===== src/rtl/alu_exec_unit_if.sv =====
// Handshake and operand bundle between the operand-select stage, the execute ALU and its consumer.
// Latency: none, wiring only.
// Backpressure: carries IN_VALID/IN_READY upstream and OUT_VALID/OUT_READY downstream, plus FLUSH.
interface alu_exec_unit_if;
  logic        FLUSH;
  logic        IN_VALID;
  logic        IN_READY;
  logic [31:0] DATA0;
  logic [31:0] DATA1;
  logic        ALU_EN;
  logic [6:0]  OPCODE;
  logic [2:0]  FUNCT3;
  logic        INSTR30;
  logic        OUT_VALID;
  logic        OUT_READY;
  logic [31:0] RESULT;
  logic        BUSY;

  // Driver side: issues operations and consumes results.
  modport master (
    output FLUSH, IN_VALID, DATA0, DATA1, ALU_EN, OPCODE, FUNCT3, INSTR30, OUT_READY,
    input  IN_READY, OUT_VALID, RESULT, BUSY
  );

  // ALU side.
  modport slave (
    input  FLUSH, IN_VALID, DATA0, DATA1, ALU_EN, OPCODE, FUNCT3, INSTR30, OUT_READY,
    output IN_READY, OUT_VALID, RESULT, BUSY
  );
endinterface


===== src/rtl/alu_exec_unit.sv =====
// RV32I execute-stage ALU with an iterative shifter advancing SHIFT_STEP bits per cycle.
// Latency: 1 cycle for non-shift ops, 1 + ceil(shamt/SHIFT_STEP) for shifts with shamt > 0.
// Backpressure: result held in DONE until OUT_READY; IN_READY follows OUT_READY in DONE, low in SHIFT/FLUSH/reset.
module alu_exec_unit #(
  parameter int unsigned SHIFT_STEP = 1
) (
  input  logic          clk,
  input  logic          reset,
  alu_exec_unit_if.slave bus
);

  typedef enum logic [1:0] {S_IDLE, S_SHIFT, S_DONE} state_e;
  typedef enum logic [3:0] {
    OP_ADD, OP_SUB, OP_SLL, OP_SLT, OP_SLTU, OP_XOR, OP_SRL, OP_SRA, OP_OR, OP_AND
  } op_e;

  localparam logic [6:0] OPC_R    = 7'b0110011;
  localparam logic [6:0] OPC_I    = 7'b0010011;
  localparam logic [4:0] STEP_AMT = 5'(SHIFT_STEP);

  state_e      state_q, state_d;
  op_e         sh_op_q, sh_op_d;
  logic [31:0] result_q, result_d;
  logic [31:0] shreg_q, shreg_d;
  logic [4:0]  rem_q, rem_d;

  op_e         dec_op;
  logic        is_shift;
  logic [4:0]  shamt;
  logic [31:0] alu_res;
  logic [4:0]  step_amt;
  logic [31:0] shifted;
  logic        accept;

  assign shamt    = bus.DATA1[4:0];
  assign is_shift = (dec_op == OP_SLL) || (dec_op == OP_SRL) || (dec_op == OP_SRA);

  // A new op may enter from IDLE, or from DONE when the held result leaves this same cycle.
  assign bus.IN_READY  = !reset && !bus.FLUSH &&
                         ((state_q == S_IDLE) || ((state_q == S_DONE) && bus.OUT_READY));
  assign accept        = bus.IN_VALID && bus.IN_READY;
  assign bus.OUT_VALID = (state_q == S_DONE);
  assign bus.BUSY      = (state_q == S_SHIFT);
  assign bus.RESULT    = result_q;

  // Decode the operation; loads, stores, LUI and AUIPC (and anything unrecognised) use the adder.
  always_comb begin
    dec_op = OP_ADD;
    if ((bus.OPCODE == OPC_R) || (bus.OPCODE == OPC_I)) begin
      case (bus.FUNCT3)
        3'b000:  dec_op = ((bus.OPCODE == OPC_R) && bus.INSTR30) ? OP_SUB : OP_ADD;
        3'b001:  dec_op = OP_SLL;
        3'b010:  dec_op = OP_SLT;
        3'b011:  dec_op = OP_SLTU;
        3'b100:  dec_op = OP_XOR;
        3'b101:  dec_op = bus.INSTR30 ? OP_SRA : OP_SRL;
        3'b110:  dec_op = OP_OR;
        default: dec_op = OP_AND;
      endcase
    end
  end

  // Single-cycle datapath; a shift reaching here has shamt 0, so it passes DATA0 through.
  always_comb begin
    alu_res = bus.DATA0 + bus.DATA1;
    case (dec_op)
      OP_SUB:  alu_res = bus.DATA0 - bus.DATA1;
      OP_SLT:  alu_res = {31'd0, $signed(bus.DATA0) < $signed(bus.DATA1)};
      OP_SLTU: alu_res = {31'd0, bus.DATA0 < bus.DATA1};
      OP_XOR:  alu_res = bus.DATA0 ^ bus.DATA1;
      OP_OR:   alu_res = bus.DATA0 | bus.DATA1;
      OP_AND:  alu_res = bus.DATA0 & bus.DATA1;
      OP_SLL, OP_SRL, OP_SRA: alu_res = bus.DATA0;
      default: alu_res = bus.DATA0 + bus.DATA1;
    endcase
  end

  // One shifter step: min(SHIFT_STEP, remaining) bits in the captured direction.
  always_comb begin
    step_amt = (rem_q < STEP_AMT) ? rem_q : STEP_AMT;
    case (sh_op_q)
      OP_SLL:  shifted = shreg_q << step_amt;
      OP_SRA:  shifted = $signed(shreg_q) >>> step_amt;
      default: shifted = shreg_q >> step_amt;
    endcase
  end

  // Next-state logic; FLUSH overrides every transition and returns to IDLE.
  always_comb begin
    state_d  = state_q;
    result_d = result_q;
    shreg_d  = shreg_q;
    rem_d    = rem_q;
    sh_op_d  = sh_op_q;
    case (state_q)
      S_IDLE, S_DONE: begin
        if ((state_q == S_DONE) && bus.OUT_READY) state_d = S_IDLE;
        if (accept) begin
          if (!bus.ALU_EN) begin
            state_d = S_IDLE;
          end else if (is_shift && (shamt != 5'd0)) begin
            state_d = S_SHIFT;
            shreg_d = bus.DATA0;
            rem_d   = shamt;
            sh_op_d = dec_op;
          end else begin
            state_d  = S_DONE;
            result_d = alu_res;
          end
        end
      end
      S_SHIFT: begin
        shreg_d = shifted;
        rem_d   = rem_q - step_amt;
        if (rem_q == step_amt) begin
          state_d  = S_DONE;
          result_d = shifted;
        end
      end
      default: state_d = S_IDLE;
    endcase
    if (bus.FLUSH) begin
      state_d = S_IDLE;
      rem_d   = 5'd0;
    end
  end

  // State registers with synchronous reset.
  always_ff @(posedge clk) begin
    if (reset) begin
      state_q  <= S_IDLE;
      result_q <= 32'h0;
      shreg_q  <= 32'h0;
      rem_q    <= 5'd0;
      sh_op_q  <= OP_SLL;
    end else begin
      state_q  <= state_d;
      result_q <= result_d;
      shreg_q  <= shreg_d;
      rem_q    <= rem_d;
      sh_op_q  <= sh_op_d;
    end
  end

endmodule

===== src/flat_wrapper.sv =====
// flat-port wrapper written by rule: the top's interface ports become plain ports
module alu_exec_unit_flat 
#(
  parameter int unsigned SHIFT_STEP = 1
)
  (clk, reset, bus_FLUSH, bus_IN_VALID, bus_DATA0, bus_DATA1, bus_ALU_EN, bus_OPCODE, bus_FUNCT3, bus_INSTR30, bus_OUT_READY, bus_IN_READY, bus_OUT_VALID, bus_RESULT, bus_BUSY);
  alu_exec_unit_if bus_i ();
  input  logic clk;
  input  logic reset;
  input wire logic [$bits(bus_i.FLUSH)-1:0] bus_FLUSH;
  input wire logic [$bits(bus_i.IN_VALID)-1:0] bus_IN_VALID;
  input wire logic [$bits(bus_i.DATA0)-1:0] bus_DATA0;
  input wire logic [$bits(bus_i.DATA1)-1:0] bus_DATA1;
  input wire logic [$bits(bus_i.ALU_EN)-1:0] bus_ALU_EN;
  input wire logic [$bits(bus_i.OPCODE)-1:0] bus_OPCODE;
  input wire logic [$bits(bus_i.FUNCT3)-1:0] bus_FUNCT3;
  input wire logic [$bits(bus_i.INSTR30)-1:0] bus_INSTR30;
  input wire logic [$bits(bus_i.OUT_READY)-1:0] bus_OUT_READY;
  output wire logic [$bits(bus_i.IN_READY)-1:0] bus_IN_READY;
  output wire logic [$bits(bus_i.OUT_VALID)-1:0] bus_OUT_VALID;
  output wire logic [$bits(bus_i.RESULT)-1:0] bus_RESULT;
  output wire logic [$bits(bus_i.BUSY)-1:0] bus_BUSY;
  assign bus_i.FLUSH = bus_FLUSH;
  assign bus_i.IN_VALID = bus_IN_VALID;
  assign bus_i.DATA0 = bus_DATA0;
  assign bus_i.DATA1 = bus_DATA1;
  assign bus_i.ALU_EN = bus_ALU_EN;
  assign bus_i.OPCODE = bus_OPCODE;
  assign bus_i.FUNCT3 = bus_FUNCT3;
  assign bus_i.INSTR30 = bus_INSTR30;
  assign bus_i.OUT_READY = bus_OUT_READY;
  assign bus_IN_READY = bus_i.IN_READY;
  assign bus_OUT_VALID = bus_i.OUT_VALID;
  assign bus_RESULT = bus_i.RESULT;
  assign bus_BUSY = bus_i.BUSY;
  alu_exec_unit #(.SHIFT_STEP(SHIFT_STEP)) u_core (.clk(clk), .reset(reset), .bus(bus_i));
endmodule

===== config.mk =====
export PLATFORM = sky130hd
export DESIGN_NAME = alu_exec_unit_flat
export DESIGN_NICKNAME = d
export VERILOG_FILES = /design/src/rtl/alu_exec_unit_if.sv /design/src/rtl/alu_exec_unit.sv /design/src/flat_wrapper.sv
export SDC_FILE = /design/constraint.sdc
export NUM_CORES = 1
export LEC_CHECK = 0
export CAP_MARGIN = 5
export CORE_MARGIN = 2
export CORE_UTILIZATION = 25
export DETAILED_ROUTE_END_ITERATION = 8
export SYNTH_ARGS = -nofsm -noshare
export SYNTH_HDL_FRONTEND = slang
export SYNTH_SLANG_ARGS = --single-unit

===== constraint.sdc =====
create_clock -name clk -period 8.78 [get_ports clk]
set_clock_uncertainty 0.15 [all_clocks]
set_input_delay 1.317 -clock clk [delete_from_list [all_inputs] [get_ports clk]]
set_output_delay 1.317 -clock clk [all_outputs]
set_load 0.02 [all_outputs]

# After elaboration in Yosys (flattened, before gate mapping)
# Index checks and enable logic that the tools add are counted.
dict set report word_totals {
  register_bits 75
  in_bits 81
  output_inout_bits 35
  elab_cells 94
}
dict set report classes {
  addsub 3
  magnitude_cmp 3
  eq_ne 28
  shifts 3
  muxes 26
  bitwise 3
  reduce_logical 23
}
# operator count
set ops {}
lappend ops {{$mux 32} 7}
lappend ops {{$pmux 32 s7} 1}
lappend ops {{$pmux 32 s2} 3}
lappend ops {{$lt 32x32->1} 2}
lappend ops {{$add 32x32->32} 1}
lappend ops {{$and 32x32->32} 1}
lappend ops {{$or 32x32->32} 1}
lappend ops {{$shl 32x5->32} 1}
lappend ops {{$shr 32x5->32} 1}
lappend ops {{$sshr 32x5->32} 1}
lappend ops {{$sub 32x32->32} 1}
lappend ops {{$xor 32x32->32} 1}
lappend ops {{$pmux 4 s7} 1}
lappend ops {{$eq 4x3->1 const B} 5}
lappend ops {{$mux 5} 4}
lappend ops {{$eq 4x2->1 const B} 3}
lappend ops {{$mux 2} 5}
lappend ops {{$pmux 5 s2} 1}
lappend ops {{$eq 3x3->1 const B} 3}
lappend ops {{$eq 4x4->1 const B} 2}
lappend ops {{$reduce_and 4->1} 2}
lappend ops {{$eq 7x5->1 const B} 1}
lappend ops {{$eq 7x6->1 const B} 1}
lappend ops {{$eq 3x2->1 const B} 2}
lappend ops {{24 further kinds} 38}

# Longest topological paths before layout
# Gate-level depths: netlist (run 1).
dict set report logic_depth {
  word_depth 13
  depth_mapped 13
  depth_no_buf 13
}

# Worst setup path after synthesis (run 1)
# Ideal clock, no wire load.
dict set report synth_path {
  kind {input port to flip-flop}
  from {input port bus_DATA1[1]}
  to {register u_core.result_q[21] (netlist: u_core.bus.RESULT[21])}
  setup_ps 132
  t_arrival_ps 3755
  required_time_ps 8498
  setup_slack_ps 4743
  path_stages 11
  n_path_buf 0
  cell_sequence {inv_1 -> ha_1 -> nor2_1 -> o311a_1 -> o41a_4 -> a2111oi_2 -> o211ai_2 -> a221o_1 -> a21oi_1 -> a211o_1 -> a21oi_1}
}
dict set report synth_between {
  elab_chain_len 6
  elab_cells_between_ends 11
  cone_classes {add/sub (2); eq/ne (1); mux (5); reduce/logical (3)}
}
# element line_no
set synth_lines {}
lappend synth_lines {{start: declaration} flat_wrapper.sv:13} ;# input wire logic [$bits(bus_i.DATA1)-1:0] bus_DATA1;
lappend synth_lines {{$add 32x32->32 / $sub 32x32->32 (equally long branches)} --}
lappend synth_lines {{$pmux 32 s7} alu_exec_unit.sv:66} ;# case (dec_op)
lappend synth_lines {{$mux 32} alu_exec_unit.sv:101} ;# end else if (is_shift && (shamt != 5'd0)) begin
lappend synth_lines {{$mux 32} alu_exec_unit.sv:99} ;# if (!bus.ALU_EN) begin
lappend synth_lines {{$mux 32} alu_exec_unit.sv:98} ;# if (accept) begin
lappend synth_lines {{$pmux 32 s2} alu_exec_unit.sv:95} ;# case (state_q)
lappend synth_lines {{end signal: assignment} alu_exec_unit.sv:138} ;# result_q <= result_d;
lappend synth_lines {{end: declaration} alu_exec_unit.sv:23} ;# logic [31:0] result_q, result_d;
# Parallel ways exist; a longest one is shown, timed or not. The select of a mux whose other input is x is not followed.
# A chain may end at the register's enable or synchronous reset.

# Worst setup path after layout (run 1)
dict set report layout_path {
  from {input port bus_DATA1[1]}
  to {register u_core.result_q[9] (netlist: u_core.bus.RESULT[9])}
}
# Same word-level chain as after synthesis.

==> flow_summary_export.csv, run 1 <==
group,metric,value,unit
timing,slew_headroom,25.7,%
route,drtIter0Drc,1497,
route,wl_per_cell,21.0,um
worst_setup_path,crit_path_max_fanout,5,
finish,drive_gt1_share,4.70,%
clock_network,clock_path_buffers,2,
timing,grt_setup_unrepaired,"no",
finish,area_growth_syn_to_layout,19.9,%
worst_setup_path,rrSetupSlack,5.42,ns
die,rows,70,
synthesis,ys_warn_count,0,
timing,hold_viol,0,
clock_network,insertion_delay,0.35,ns
synthesis,synth_top_area_share,16.4,%
worst_setup_path,required,8.82,ns
timing,period_share,59.5,%
synthesis,avgSynthCellArea,6.65,um^2
worst_setup_path,worstPathArrival,5.26,ns
power_and_ir_drop,p_int,723,uW
worst_hold_path,hp-start,"u_core.bus.RESULT[5]$_SDFFE_PP0P_",
finish,utilization,30.2,%
finish,final_common_cell,"nand2_1",
power_and_ir_drop,pwr_density_cell,105,nW/um^2
synthesis,synthAdderAreaFrac,13.7,%
worst_setup_path,r2r-end,"u_core.bus.RESULT[28]$_SDFFE_PP0P_",
grt,first_global_vias,9995,
grt,antenna_found_initial,2,
timing,period_needed,5.22,ns
worst_setup_path,r2r_start,"u_core.rem_q[2]$_SDFFE_PP0P_",
worst_hold_path,worst_hold_path_type,"flop to flop",
worst_setup_path,end_kind,"flop",
synthesis,synthXorXnorAreaFrac,1.15,%
finish,fillCellCount,3916,
placement,portBuffers,115,
clock_network,path_clk_slew,0.06,ns
synthesis,synth.top_cells.by_area,"dfxtp_1, ha_1, a21oi_1",
placement,dpl.hpwl,29.7,mm
timing,finalSetupViolCount,0,
die,die-area,38200,um^2
finish,multiInputGateArea,6960,um^2
clock_network,post_cts_buffers,0,
grt,grt_pass1_wl,60.3,mm
route,drc,0,
worst_setup_path,startpoint_type,"input port",
synthesis,synthArstFlopShare,0,%
synthesis,synth_top_family_by_area,"compound AO/OA/AOI/OAI gates",
placement,place_ws,3.35,ns
die,core_area,36300,um^2
finish,final_cell_mix,"nand2_1, nor2_1, a21oi_1",
power_and_ir_drop,vdd_drop_max,0.0000792,V
timing,slew_violations,0,
synthesis,synth.mux.area_fraction,0.656,%
timing,fin_ws,3.56,ns
synthesis,synth_top_flop_cell,"dfxtp_1",
route,drt-total-wl,39.7,mm
run,cap_violations,0,
timing,worstMarginPinSlew,1.11,ns
die,io-pin-count,116,
worst_hold_path,hold_depth,2,
die,die_width,195,um
finish,nNetsFinal,1601,
finish,seqCellArea,1500,um^2
worst_setup_path,ff2ff_path_depth,9,
synthesis,ys_types,76,
clock_network,cts-buffers-inserted,9,
power_and_ir_drop,combPwrFrac,36.4,%
worst_setup_path,cp-startpoint,"bus_DATA1[1]",
synthesis,yosysTopAreaCell,"dfxtp_1",
power_and_ir_drop,power.share.clock,33.1,%
synthesis,yosys.area_share.simple,24.2,%
clock_network,cts.htree.levels,3,
worst_hold_path,min_to,"u_core.bus.RESULT[5]$_SDFFE_PP0P_",
synthesis,ys_seq_elements,75,
power_and_ir_drop,p_leak,0.00411,uW
clock_network,clock-root-buffer,"clkbuf_16",
placement,routabilityCongestion,0.942,
power_and_ir_drop,total_power,1150,uW
die,die_y,195,um
synthesis,postSynthCellCount,1376,
power_and_ir_drop,switching_share,37.0,%
route,ant_nets,0,
route,vias_per_cell,5.72,
clock_network,cts_tree,"done",
synthesis,synth_edf_count,0,
power_and_ir_drop,p_sw,425,uW
grt,grt_use_total,20.2,%
clock_network,cts.sinks,75,
route,first_pass_iters,6,
die,start_util,25.2,%
clock_network,hold_buffers,0,
power_and_ir_drop,power_frac_seq,30.5,%
worst_setup_path,worstSetupPathType,"input port to flop",
grt,grt_max_degree,76,
synthesis,syn_area,9150,um^2
outcome,outcome,"complete, no violations",
synthesis,synth_compound_area_share,35.8,%
synthesis,ys_seq_area_share,16.4,%
grt,grt_overflow,0,
route,vias,10833,
timing,max_freq,192,MHz
clock_network,cts.repair.resized,0,
timing,tns,0,ns
synthesis,syn-num-nets,1556,
[kinds of logic (layout without fill, tap and decap cells)]
logic type | count (synthesis) | count (layout)
buf+inv | 194 | 244
fa+ha+maj | 99 | 99
flops | 75 | 75
mux | 6 | 6
compound gates | 498 | 498
other cells | 0 | 1
xor+xnor | 12 | 12
simple gates | 492 | 492
[power groups by stage]
| stage | clock (uW) | combinational, uW | sequential (uW) |
|---|---|---|---|
| global route | 401 | 452 | 350 |
| CTS | 387 | 409 | 350 |
| floorplan | 0 | 250 | 362 |
| finish | 381 | 418 | 350 |
| global placement | 0 | 406 | 358 |
| detailed placement | 0 | 407 | 358 |
[critical path, cell delays in order]
cell             delay, ns
clkdlybuf4s50_1       0.58
inv_1                 0.19
ha_1                  0.38
a211oi_1              0.54
o21ai_0               0.29
a31o_2                0.33
a21o_1                0.18
a21oi_1               0.21
o221a_2               0.22
a21oi_1               0.03
a2111oi_0             0.83
o31ai_1               0.14
[cells in the mapped netlist (all sizes together), types with 7 or more instances]
master / instances
a211oi: 26
a2111oi: 8
a22oi: 7
nor2b: 13
a221o: 8
nand2: 179
nor3: 40
a221oi: 21
or3: 11
o211ai: 12
buf: 14
nand3: 30
a311oi: 28
a31oi: 45
or2: 11
o31ai: 18
o21bai: 10
inv: 94
and3: 7
xnor2: 8
and2: 11
clkbuf: 85
nand2b: 18
o22ai: 7
nor2: 147
dfxtp: 75
o21a: 7
a21o: 13
a21oi: 145
nor4: 7
o21ai: 100
ha: 97
[metrics by stage]
stage               instance area, um^2  hold slack [ns]  instances
detailed placement                10700            0.294       1878
finish                            11000            0.299       1895
global route                      11000            0.332       1894
floorplan                          9150            0.287       1376
CTS                               11000            0.302       1894
global placement                  10700            0.296       1878
[layer usage]
layer / GRT usage, % / share of wire, %
met1: 27.8 / 43
met3: 3.49 / 9.4
met2: 31.1 / 43
met4: 8.57 / 3.9
met5: 0 / 0.033
[worst max path at each step]
stage	slack [ns]	end	depth (start not counted)
2_1_floorplan	4.74	u_core.bus.RESULT[21]$_SDFFE_PP0P_	11
3_3_place_gp	3.36	u_core.bus.RESULT[30]$_SDFFE_PP0P_	13
3_5_place_dp	3.35	u_core.shreg_q[17]$_SDFFE_PP0P_	10
4_1_cts	3.71	u_core.bus.RESULT[30]$_SDFFE_PP0P_	13
5_1_grt	3.23	u_core.shreg_q[29]$_SDFFE_PP0P_	10
6_report	3.56	u_core.bus.RESULT[9]$_SDFFE_PP0P_	12
[area by class of cell]
| class | instances | area share [%] |
|---|---|---|
| multi-input cells | 1107 | 63.4 |
| flip-flops and latches | 75 | 13.7 |
| repair buffers | 133 | 11.6 |
| well taps | 468 | 5.33 |
| inverters | 95 | 3.25 |
| clock buffers | 9 | 2.05 |
| clock inverters | 7 | 0.627 |
| diodes | 1 | 0.0228 |
[flip-flops by register name, indices dropped and copies added (netlist names)]
signal and count:
u_core.bus.RESULT 32, u_core.rem_q 5, u_core.sh_op_q 4, u_core.shreg_q 32, u_core.state_q 2
Note: power is estimated with default switching activity, not from simulation.
==> inputs of run 2 (changes only) <==
- clock period: 8.78 -> 4.4 ns (I/O delays scaled with it)
==> flow_summary_export.csv, run 2 (synthesized netlist as in run 1, its figures left out) <==
group,metric,value,unit
clock_network,path_clk_slew,0.06,ns
power_and_ir_drop,switching_share,37.1,%
worst_setup_path,ff2ff_path_depth,9,
clock_network,clock-root-buffer,"clkbuf_16",
worst_setup_path,startpoint_type,"input port",
power_and_ir_drop,p_sw,842,uW
worst_setup_path,crit_path_max_fanout,8,
worst_setup_path,worstSetupPathType,"input port to flop",
power_and_ir_drop,pwr_density_cell,200,nW/um^2
timing,hold_viol,0,
finish,nNetsFinal,1658,
route,vias_per_cell,5.61,
finish,finalNonFillerCells,1951,
clock_network,cts_tree,"done",
power_and_ir_drop,power_frac_seq,30.8,%
timing,slew_headroom,37.4,%
clock_network,cts.repair.resized,0,
die,die-area,38200,um^2
clock_network,cts-buffers-inserted,9,
power_and_ir_drop,combPwrFrac,38.5,%
grt,grt_max_degree,76,
route,drtIter0Drc,1341,
clock_network,hold_buffers,0,
clock_network,post_cts_buffers,0,
timing,finalSetupViolCount,0,
route,drt-total-wl,41.2,mm
worst_hold_path,hold_depth,2,
timing,period_share,94.4,%
worst_setup_path,worstPathArrival,4.21,ns
die,rows,70,
timing,period_needed,4.15,ns
timing,worstMarginPinSlew,0.931,ns
timing,max_freq,241,MHz
placement,dp_cells,1935,
die,io-pin-count,116,
grt,antenna_found_initial,2,
worst_hold_path,worst_hold_path_type,"flop to flop",
power_and_ir_drop,vdd_drop_max,0.000206,V
route,drc,0,
die,die_width,195,um
outcome,outcome,"complete, no violations",
finish,drive_gt1_share,8.16,%
finish,final_cell_mix,"nand2_1, nor2_1, a21oi_1",
grt,grt_use_total,21.0,%
power_and_ir_drop,p_leak,0.00438,uW
grt,grt_pass1_wl,62.0,mm
placement,dpl.hpwl,31.6,mm
clock_network,clock_path_buffers,2,
finish,final_common_cell,"nand2_1",
worst_setup_path,required,4.45,ns
placement,portBuffers,115,
timing,slew_violations,0,
worst_setup_path,end_kind,"flop",
timing,grt_setup_unrepaired,"no",
placement,routabilityCongestion,0.964,
power_and_ir_drop,power.share.clock,30.7,%
die,core_area,36300,um^2
clock_network,cts.htree.levels,3,
clock_network,cts.sinks,75,
die,start_util,25.2,%
grt,first_global_vias,10218,
finish,area_growth_syn_to_layout,24.2,%
run,cap_violations,0,
route,wl_per_cell,21.1,um
die,die_y,195,um
grt,grt_overflow,0,
route,first_pass_iters,5,
finish,utilization,31.3,%
route,ant_nets,0,
clock_network,insertion_delay,0.34,ns
route,vias,10947,
power_and_ir_drop,p_int,1430,uW
## run 2: cell count changes in the layout (fill, tap and decap cells not counted), sizes merged
cell      before  now
buf           20   77
clkbuf         9   12
clkinvlp       2    0
bufinv         1    0
clkinv         5    4
## run 2: worst paths after layout
| kind | startpoint | to | slack [ns] |
|---|---|---|---|
| worst min register to register | u_core.bus.RESULT[5]$_SDFFE_PP0P_ | u_core.bus.RESULT[5]$_SDFFE_PP0P_ | 0.31 |
| worst max-delay path | bus_DATA1[4] | u_core.bus.RESULT[15]$_SDFFE_PP0P_ | 0.25 |
| worst max register to register | u_core.rem_q[2]$_SDFFE_PP0P_ | u_core.bus.RESULT[6]$_SDFFE_PP0P_ | 1.51 |
| worst min-delay path | u_core.bus.RESULT[5]$_SDFFE_PP0P_ | u_core.bus.RESULT[5]$_SDFFE_PP0P_ | 0.31 |
## run 2: power by group through the flow
stage | Sequential, uW | Clock [uW] | Combinational, uW
floorplan | 722 | 0 | 499
global placement | 715 | 0 | 849
detailed placement | 715 | 0 | 853
CTS | 699 | 707 | 858
global route | 700 | 736 | 947
finish | 699 | 698 | 876
## run 2: worst max-delay path, stage by stage
cell and delay [ns]:
clkdlybuf4s50_1 0.51, inv_1 0.07, ha_1 0.40, a21oi_1 0.45
o211ai_1 0.36, a21oi_1 0.45, o21ai_0 0.25, a211o_1 0.37
o311ai_0 0.30, and3_1 0.28, o22ai_1 0.10
## run 2: routing by layer
| metal | share of wire [%] | GRT usage, % | vias up |
|---|---|---|---|
| met2 | 42 | 31.8 | 559 |
| met3 | 8.7 | 3.47 | 100 |
| met1 | 44 | 29.2 | 5128 |
| met5 | 0.032 | 0 | - |
| li1 | - | - | 5158 |
| met4 | 4.6 | 9.61 | 2 |
## run 2: final cells by class
class	instances	area, um^2
fillers	3927	25000
repair buffers	190	1720
multi-input cells	1107	6950
inverters	95	357
well taps	468	586
clock buffers	12	246
diodes	1	2.50
clock inverters	3	15.0
flip-flops and latches	75	1500
## run 2: metrics by stage
stage                     hold slack, ns  power, uW  area, um^2  setup slack [ns]  setup TNS (ns)
after detailed placement           0.303       1570       11100           -0.0584          -0.119
final                              0.305       2270       11400             0.246               0
after floorplan                    0.287       1220        9150              1.02               0
after global routing               0.350       2380       11400            0.0642               0
after global placement             0.294       1560       11100           -0.0490         -0.0522
after CTS                          0.312       2260       11400             0.298               0
